### src/rtl/pong_ctrl_pkg.sv
// Shared constants and types for the UART keyboard control path:
// ASCII command keys, case-fold mask and the serial receiver state encoding.
package pong_ctrl_pkg;

    localparam logic [7:0] KEY_P1_UP = 8'h77;
    localparam logic [7:0] KEY_P1_DN = 8'h73;
    localparam logic [7:0] KEY_P2_UP = 8'h6F;
    localparam logic [7:0] KEY_P2_DN = 8'h6C;
    localparam logic [7:0] KEY_START = 8'h20;
    localparam logic [7:0] KEY_CR    = 8'h0D;
    localparam logic [7:0] CASE_FOLD = 8'h20;

    typedef enum logic [2:0] {
        RX_IDLE,
        RX_START,
        RX_DATA,
        RX_STOP,
        RX_BREAK
    } rx_state_t;

    // Maps upper-case letters onto lower case; only meaningful for letter keys.
    function automatic logic [7:0] fold_case(input logic [7:0] b);
        return b | CASE_FOLD;
    endfunction

endpackage

### src/rtl/uart_rx_core.sv
// 8N1 serial receiver: input synchronizer, baud counter and framing FSM.
// A good frame updates rx_byte and pulses rx_valid one cycle after the stop sample.
module uart_rx_core #(
    parameter int CLKS_PER_BIT = 434
) (
    input  logic       clk,
    input  logic       rst,
    input  logic       uart_rx,
    output logic [7:0] rx_byte,
    output logic       rx_valid,
    output logic       frame_err
);
    import pong_ctrl_pkg::*;

    localparam int BCW = $clog2(CLKS_PER_BIT);
    localparam logic [BCW-1:0] BIT_LAST  = BCW'(CLKS_PER_BIT - 1);
    localparam logic [BCW-1:0] HALF_LAST = BCW'(CLKS_PER_BIT / 2 - 1);

    logic            rx_meta, rxs;
    rx_state_t       state, state_nxt;
    logic [BCW-1:0]  bcnt;
    logic [2:0]      bit_idx;
    logic [7:0]      shreg;
    logic            bit_end, half_end, shift_en, stop_ok, stop_bad, bcnt_clr;

    // Preset high so reset never looks like a start bit.
    always_ff @(posedge clk or negedge rst) begin
        if (!rst) begin
            rx_meta <= 1'b1;
            rxs     <= 1'b1;
        end else begin
            rx_meta <= uart_rx;
            rxs     <= rx_meta;
        end
    end

    always_ff @(posedge clk or negedge rst) begin
        if (!rst) state <= RX_IDLE;
        else      state <= state_nxt;
    end

    always_comb begin
        state_nxt = state;
        case (state)
            RX_IDLE:  if (!rxs) state_nxt = RX_START;
            RX_START: if (half_end) state_nxt = rxs ? RX_IDLE : RX_DATA;
            RX_DATA:  if (bit_end && bit_idx == 3'd7) state_nxt = RX_STOP;
            RX_STOP:  if (bit_end) state_nxt = rxs ? RX_IDLE : RX_BREAK;
            RX_BREAK: if (rxs) state_nxt = RX_IDLE;
            default:  state_nxt = RX_IDLE;
        endcase
    end

    always_comb begin
        bit_end  = (bcnt == BIT_LAST);
        half_end = (bcnt == HALF_LAST);
        shift_en = (state == RX_DATA) && bit_end;
        stop_ok  = (state == RX_STOP) && bit_end && rxs;
        stop_bad = (state == RX_STOP) && bit_end && !rxs;
        bcnt_clr = (state_nxt != state) || shift_en ||
                   (state == RX_IDLE) || (state == RX_BREAK);
    end

    always_ff @(posedge clk or negedge rst) begin
        if (!rst) begin
            bcnt      <= '0;
            bit_idx   <= '0;
            shreg     <= '0;
            rx_byte   <= '0;
            rx_valid  <= 1'b0;
            frame_err <= 1'b0;
        end else begin
            rx_valid  <= stop_ok;
            frame_err <= stop_bad;
            if (stop_ok)  rx_byte <= shreg;
            if (bcnt_clr) bcnt <= '0;
            else          bcnt <= bcnt + BCW'(1);
            if (state != RX_DATA) bit_idx <= '0;
            else if (shift_en)    bit_idx <= bit_idx + 3'd1;
            if (shift_en) shreg <= {rxs, shreg[7:1]};
        end
    end

endmodule

### src/rtl/uart_ctrl_decoder.sv
// UART keyboard front end: decodes received keys into held paddle levels
// with per-player hold timers, plus a one-cycle start pulse.
module uart_ctrl_decoder #(
    parameter int CLK_HZ      = 50000000,
    parameter int BAUD        = 115200,
    parameter int HOLD_CYCLES = 5000000
) (
    input  logic       clk,
    input  logic       rst,
    input  logic       uart_rx,
    output logic       p1_up,
    output logic       p1_down,
    output logic       p2_up,
    output logic       p2_down,
    output logic       start_trigger,
    output logic [7:0] rx_byte,
    output logic       rx_valid,
    output logic       frame_err
);
    import pong_ctrl_pkg::*;

    localparam int          CLKS_PER_BIT = CLK_HZ / BAUD;
    localparam logic [22:0] HOLD_LOAD    = 23'(HOLD_CYCLES - 1);

    logic [7:0]       key;
    logic [1:0]       press_up, press_dn, lvl_up, lvl_dn;
    logic [1:0][22:0] hold;
    logic             start_hit;

    uart_rx_core #(.CLKS_PER_BIT(CLKS_PER_BIT)) u_rx (
        .clk       (clk),
        .rst       (rst),
        .uart_rx   (uart_rx),
        .rx_byte   (rx_byte),
        .rx_valid  (rx_valid),
        .frame_err (frame_err)
    );

    // Start keys are matched unfolded: folding would alias 0x00 onto space.
    always_comb begin
        key         = fold_case(rx_byte);
        press_up[0] = rx_valid && (key == KEY_P1_UP);
        press_dn[0] = rx_valid && (key == KEY_P1_DN);
        press_up[1] = rx_valid && (key == KEY_P2_UP);
        press_dn[1] = rx_valid && (key == KEY_P2_DN);
        start_hit   = rx_valid && (rx_byte == KEY_START || rx_byte == KEY_CR);
    end

    // Levels are only ever set together with a reload, so an idle timer means expired.
    always_ff @(posedge clk or negedge rst) begin
        if (!rst) begin
            hold          <= '0;
            lvl_up        <= '0;
            lvl_dn        <= '0;
            start_trigger <= 1'b0;
        end else begin
            start_trigger <= start_hit;
            for (int p = 0; p < 2; p++) begin
                if (press_up[p] || press_dn[p]) begin
                    hold[p]   <= HOLD_LOAD;
                    lvl_up[p] <= press_up[p];
                    lvl_dn[p] <= press_dn[p];
                end else if (hold[p] == '0) begin
                    lvl_up[p] <= 1'b0;
                    lvl_dn[p] <= 1'b0;
                end else begin
                    hold[p] <= hold[p] - 23'd1;
                end
            end
        end
    end

    assign p1_up   = lvl_up[0];
    assign p1_down = lvl_dn[0];
    assign p2_up   = lvl_up[1];
    assign p2_down = lvl_dn[1];

endmodule
### config.mk
export PLATFORM = sky130hd
export DESIGN_NAME = uart_ctrl_decoder
export DESIGN_NICKNAME = d
export VERILOG_FILES = /design/src/rtl/pong_ctrl_pkg.sv /design/src/rtl/uart_rx_core.sv /design/src/rtl/uart_ctrl_decoder.sv
export SDC_FILE = /design/constraint.sdc
export NUM_CORES = 1
export LEC_CHECK = 0
export CAP_MARGIN = 20
export CORE_MARGIN = 5
export CORE_UTILIZATION = 35
export DETAILED_ROUTE_END_ITERATION = 10
export GPL_TIMING_DRIVEN = 0
export PLACE_DENSITY_LB_ADDON = 0.1
export SLEW_MARGIN = 0
export SYNTH_ARGS = -nofsm -noshare
export SYNTH_HDL_FRONTEND = slang
export SYNTH_SLANG_ARGS = --single-unit
### constraint.sdc
create_clock -name clk -period 5 [get_ports clk]
set_clock_uncertainty 0.05 [all_clocks]
set_input_delay 0.5 -clock clk [delete_from_list [all_inputs] [get_ports clk]]
set_output_delay 0.5 -clock clk [all_outputs]
set_load 0.03 [all_outputs]
==> key figures, run 1 <==
Die
  • Die area: 14200 µm²
  • DIE HEIGHT: 119 µm
  • Initial Util: 0.361
  • Die width: 119 µm
  • FP Rows: 39
  • Ports: 18
  • Core Region: 11600 µm²

Global routing
  • First-pass GRT wire length: 15.0 mm
  • Largest net degree at the start of global routing: 61
  • Total grt overflow: 0
  • Vias in the first global route: 3004
  • All-Layer GR Usage: 0.129
  • Initial antenna violation count: 0

Routing
  • Total Routed Length: 8.48 mm
  • Vias per inst: 5.18
  • DRT antenna net count: 0
  • Router iterations before antenna repair: 4
  • Initial DRC count: 101
  • Vias: 3036
  • Post-route DRC: 0
  • WL per Instance: 14.5 µm

STA
  • Final Slew Violations: 0
  • Period utilization: 0.537
  • Slew of the pin with the lowest slew margin: 0.920 ns
  • Setup TNS: 0 ns
  • Final Hold Fails: 0
  • Post-layout min period: 2.69 ns
  • Relative slew margins: 0.378
  • Setup violations, final: 0
  • Maximum clock rate: 372 MHz
  • RSZ-0062 raised after global routing: no

Power
  • Total power: 1.46 mW
  • Switching pwr: 0.294 mW
  • Combinational power share: 0.012
  • Max IR drop VDD: 153 µV
  • Pint: 1.17 mW
  • Sw frac: 0.201
  • Clock Power Share: 0.510
  • Reg power frac: 0.478
  • Leak: 2.35 nW
  • Pwr Density: 298 nW/µm²

Layout
  • N_diodes: 0
  • Layout cells sized above 1: 0.106
  • Area added between synthesis and finish: 17.1%
  • Final layout net count: 448
  • # fillers: 1123
  • Most common cell after layout, fill and taps aside: dfrtp_1
  • Core Util, Final: 0.423
  • Finished layout cell area: 4890 µm²
  • Most frequent cells in the layout: dfrtp_1, nor2_1, nand2_1, xnor2_1

Critical path
  • Crit-path max FO: 10
  • Max incr delay on CP: 0.77 ns
  • Req. time, crit path: 5.21 ns
  • R2R cell count: 6
  • Nature of the critical path endpoint: flip-flop
  • Critical path, cell by cell: nor4_1 -> and4_1 -> clkbuf_1 -> nand2_1 -> and2_0 -> o21ai_0
  • Flop-to-flop setup slack: 2.31 ns
  • Slowest cell on the critical path: nor4_1
  • Reg-to-Reg Start: hold[32]
  • Crit path kind: flip-flop to flip-flop
  • Crit path DAT: 2.90 ns
  • Worst r2r dst: hold[24]
  • CP Launch Type: flip-flop

Clock tree
  • Post-CTS sizing: 0
  • CTS Hold Bufs: 0
  • H-tree depth: 3
  • Clock Sinks: 86
  • CTS tree: done
  • Reg clk slew, reported paths: 0.06 ns
  • Maximum clock insertion buffer count: 2
  • Num CTS Buffers: 9
  • Worst skew pair latency: 0.34 ns
  • Setup bufs post-CTS: 0
  • Root Buffer: clkbuf_16

Hold path
  • Hold Path Class: primary input to async pin

Yosys
  • Netlist cell types: 48
  • Async SR Flop Fraction: 1.00
  • Synth Warn #: 0
  • Post-Synthesis Cell Area: 4180 µm²
  • Synth area leaders: dfrtp_1, xnor2_1, mux2_2, nor2_1, nand2_1
  • EDFF count, synth: 0
  • FF+latch count, synth: 86
  • Top cell type's share of synthesized area: 0.503
  • Yosys top cell by area: dfrtp_1
  • Register area share after synthesis: 0.516
  • Synth Net Count: 419
  • Top_reg_cell synth: dfrtp_1
  • Post-Syn Instances: 409
  • Mapped Avg Cell Area: 10.2 µm²

Outcome
  • Run status: finished, final reports clean

Placed design
  • IO buf count: 17
  • Post-DP Area: 4560 µm²
  • Post-DP HPWL: 5.77 mm
  • Final GP Congestion: 0.747

Run
  • Max cap viols: 0
==> critical path: cells and delay by family, from the launching register on <==
kind                   cells  cell delay (ns)
and+or+nand+nor            4             1.64
AOI/OAI and AO/OA          1             0.13
DFF                        1             0.41
buffers and inverters      1             0.38
==> synth_stat cells, types with 2 or more instances <==
library cell,instances
mux2_2,16
nor4_2,2
buf_2,2
nand3b_1,3
a2111oi_0,3
mux2i_1,3
xnor2_1,22
dfstp_2,2
o21ai_0,18
inv_1,14
nor3_1,15
nor4_1,10
clkbuf_1,13
and3_1,2
and4_1,2
dfrtp_1,84
nand3_1,11
or3_1,15
o211ai_1,6
nand2b_1,3
nand4_1,4
nor2_1,41
nand4b_1,2
ha_1,7
xor2_1,15
nor2b_1,6
a211oi_1,5
or4_1,8
o31ai_1,4
nand2_1,35
a21oi_1,18
nor4b_1,2
==> metal layers <==
metal	share of wire	up-vias	global-route usage
met5	0	-	0
met4	0.017	0	0.0608
met3	0.023	9	0.0256
met2	0.45	30	0.192
met1	0.51	1485	0.181
li1	-	1512	-
==> worst max path at each step <==
stage / startpoint / to / slack (ns)
floorplan: hold[0] / hold[16] / 2.53
detailed placement: hold[0] / hold[19] / 2.32
global placement: rst / u_rx.bcnt[3] / 0.07
finish: hold[32] / hold[24] / 2.31
global route: hold[32] / hold[24] / 2.08
CTS: hold[32] / hold[24] / 2.30
==> cell type report <==
class | count | area, µm² | share of cell area
Inverter | 14 | 52.6 | 0.0107
Tap cell | 143 | 179 | 0.0366
Clock buffer | 11 | 253 | 0.0517
Timing Repair Buffer | 18 | 195 | 0.0399
Sequential cell | 86 | 2150 | 0.441
Clock inverter | 5 | 81.3 | 0.0166
Buffer | 16 | 62.6 | 0.0128
Multi-Input combinational cell | 293 | 1910 | 0.391
==> logic make-up after synthesis <==
kind of cell | share of synthesized area
buffers and inverters | 0.0276
adders and majority gates | 0.0210
muxes | 0.0557
DFF | 0.516
and+or+nand+nor | 0.215
xor gates and xnor gates | 0.0776
AOI/OAI and AO/OA | 0.0878
==> power by group through the flow <==
stage          registers (mW)  logic (mW)  clock network (mW)
2_1_floorplan           0.711    0.000489                   0
3_3_place_gp            0.711      0.0167                   0
3_5_place_dp            0.711      0.0192                   0
4_1_cts                 0.698      0.0192               0.770
5_1_grt                 0.698      0.0215               0.796
6_report                0.698      0.0175               0.744
==> flip-flops by register name, summed over array words and instances, names as in the netlist <==
| signal | flops |
|---|---|
| lvl_up | 2 |
| u_rx.bit_idx | 3 |
| start_trigger | 1 |
| u_rx.rxs | 1 |
| lvl_dn | 2 |
| u_rx.frame_err | 1 |
| u_rx.state | 3 |
| u_rx.rx_valid | 1 |
| u_rx.rx_meta | 1 |
| u_rx.bcnt | 9 |
| hold | 46 |
| u_rx.rx_byte | 8 |
| u_rx.shreg | 8 |
==> metrics by stage <==
stage	hold slack (ns)	instances	setup slack, ns
after detailed placement	0.298	570	2.32
final	0.0241	586	2.31
after CTS	0.0295	586	2.30
after global routing	0.0468	586	2.08
after floorplan	0.154	409	2.53
after global placement	0.297	569	0.0675
Power figures use the tool's default switching activity.
==> run 2, diff against run 1 <==
- clock period: 5 -> 2.5 ns (I/O delays scaled with it)
==> run 2 against run 1 <==
Via count increased by 0.89%. Final area increased by 3.5%. Count of clock-buffer cells in the layout unchanged. First-iteration DRC count increased by 0.99%. Sequential power increased by 100%. Combinational power increased by 110%. Critical path depth unchanged. The flow now finishes with violations (setup timing). Setup slack got worse by 2.3 ns. Critical path type unchanged. Maximum frequency increased by 7.1%.
==> key figures, run 2 (same netlist as run 1, synthesis figures left out) <==
Outcome
  • Run status: finished with violations
  • Failing checks: setup timing

STA
  • Period utilization: 1.00
  • Slew of the pin with the lowest slew margin: 0.782 ns
  • Worst hold slack: 0.265 ns
  • Maximum clock rate: 399 MHz
  • Setup violations, final: 1
  • Setup ws final: -0.00745 ns
  • Final Hold Fails: 0
  • Post-layout min period: 2.51 ns
  • Final Slew Violations: 0
  • Relative slew margins: 0.476
  • RSZ-0062 raised after global routing: yes

Critical path
  • Req. time, crit path: 2.72 ns
  • R2R cell count: 6
  • CP Launch Type: flip-flop
  • Reg-to-Reg Start: hold[10]
  • Crit path DAT: 2.72 ns
  • Crit path kind: flip-flop to flip-flop
  • Worst r2r dst: hold[16]
  • Nature of the critical path endpoint: flip-flop
  • Flop-to-flop setup slack: -0.007 ns
  • Crit-path max FO: 6

Hold path
  • Hold Path Class: primary input to flip-flop
  • Hold Path Depth: 1
  • Hold Path End: u_rx.rx_meta
  • Hold wc startpoint: uart_rx

Clock tree
  • Worst skew pair latency: 0.34 ns
  • Reg clk slew, reported paths: 0.06 ns
  • Maximum clock insertion buffer count: 2
  • CTS tree: done
  • Clock Sinks: 86
  • Root Buffer: clkbuf_16
  • H-tree depth: 3
  • Num CTS Buffers: 9

Power
  • Max IR drop VDD: 307 µV
  • Pwr Density: 578 nW/µm²
  • Leak: 2.42 nW

Layout
  • Most common cell after layout, fill and taps aside: dfrtp_1
  • Most frequent cells in the layout: dfrtp_1, nor2_1, nand2_1, xnor2_1, a21oi_1
  • Register area: 2160 µm²
  • Largest Register: hold
  • Final layout net count: 455
  • N_diodes: 0
  • # fillers: 1108
  • Max reg flops: 46
  • Area added between synthesis and finish: 21.2%
  • Finished layout cell area: 5060 µm²
  • Largest regs: hold (46), u_rx.bcnt (9)
  • Area occupied by multi-input gates: 2000 µm²
  • Layout cells sized above 1: 0.164

Placed design
  • IO buf count: 17
  • Post-DP HPWL: 5.77 mm
  • Post-DP Area: 4560 µm²
  • Final GP Congestion: 0.747

Global routing
  • Total grt overflow: 0
  • Largest net degree at the start of global routing: 61
  • Vias in the first global route: 3060
  • All-Layer GR Usage: 0.131
  • Initial antenna violation count: 0
  • First-pass GRT wire length: 15.1 mm

Routing
  • Vias: 3063
  • Vias per inst: 5.17
  • Router iterations before antenna repair: 4
  • DRT antenna net count: 0
  • Initial DRC count: 102
  • WL per Instance: 14.6 µm
  • Post-route DRC: 0
  • Total Routed Length: 8.67 mm

Run
  • Max cap viols: 0

Die
  • FP Rows: 39
  • Die area: 14200 µm²
  • Initial Util: 0.361
  • Die width: 119 µm
  • DIE HEIGHT: 119 µm
  • Core Region: 11600 µm²
  • Ports: 18
run 2: changes by cell type in the layout (fill, tap and decap cells not counted), sizes merged:
cell / previous run / this run
buf: 5 / 15
clkbuf: 24 / 20
dlygate4sd3: 0 / 1
run 2: layout make-up:
class / instances / area share
multi-input combinational: 293 / 0.395
buffer: 14 / 0.0151
clock inverter: 5 / 0.0161
inverter: 14 / 0.0104
clock buffer: 11 / 0.0500
sequential: 86 / 0.426
tap: 143 / 0.0354
timing repair buffer: 27 / 0.0524
run 2: layer usage:
layer	GRT usage	routed length (µm)	up-vias
li1	-	-	1529
met1	0.182	4360	1497
met5	0	0	-
met2	0.196	3930	26
met3	0.0261	209	11
met4	0.0608	172	0
run 2: worst max-delay path, stage by stage, from the launching register on:
cell	delay [ns]
dfrtp_1	0.38
or4_4	0.56
or4_4	0.53
buf_6	0.15
or3_4	0.33
or3_4	0.33
a21oi_2	0.11
run 2: report_power, final:
| part | switching [mW] | internal (mW) | total (mW) |
|---|---|---|---|
| Sequential | 0.00188 | 1.39 | 1.40 |
| Clock | 0.562 | 0.930 | 1.49 |
| Combinational | 0.0280 | 0.00852 | 0.0365 |
run 2: worst max-delay path by stage:
stage	from	to	slack [ns]	depth (start not counted)
2_1_floorplan	hold[0]	hold[16]	0.03	8
3_3_place_gp	rst	u_rx.bcnt[0]	-2.18	1
3_5_place_dp	hold[0]	hold[19]	-0.18	8
4_1_cts	hold[0]	hold[16]	-0.04	8
5_1_grt	hold[9]	hold[16]	-0.05	6
6_report	hold[10]	hold[16]	-0.007	6
run 2: through the flow:
stage | util | worst slack [ns] | total power [mW] | instances | setup TNS, ns
after global placement | 0.391 | -2.18 | 1.46 | 569 | -189.24
after global routing | 0.438 | -0.0487 | 3.03 | 593 | -0.175
after floorplan | - | 0.0345 | 1.42 | 409 | 0
after CTS | 0.429 | -0.0434 | 2.98 | 588 | -0.0434
after detailed placement | 0.394 | -0.180 | 1.46 | 570 | -4.46
final | 0.438 | -0.00745 | 2.93 | 593 | -0.00745
run 2: repair_timing:
item                                   CTS  global route
setup buffers                            3             5
hold buffers                             1             0
pin swaps                                3             7
endpoints found under the hold margin   26             0
resized for setup                       18            21
setup endpoints to repair               46            44
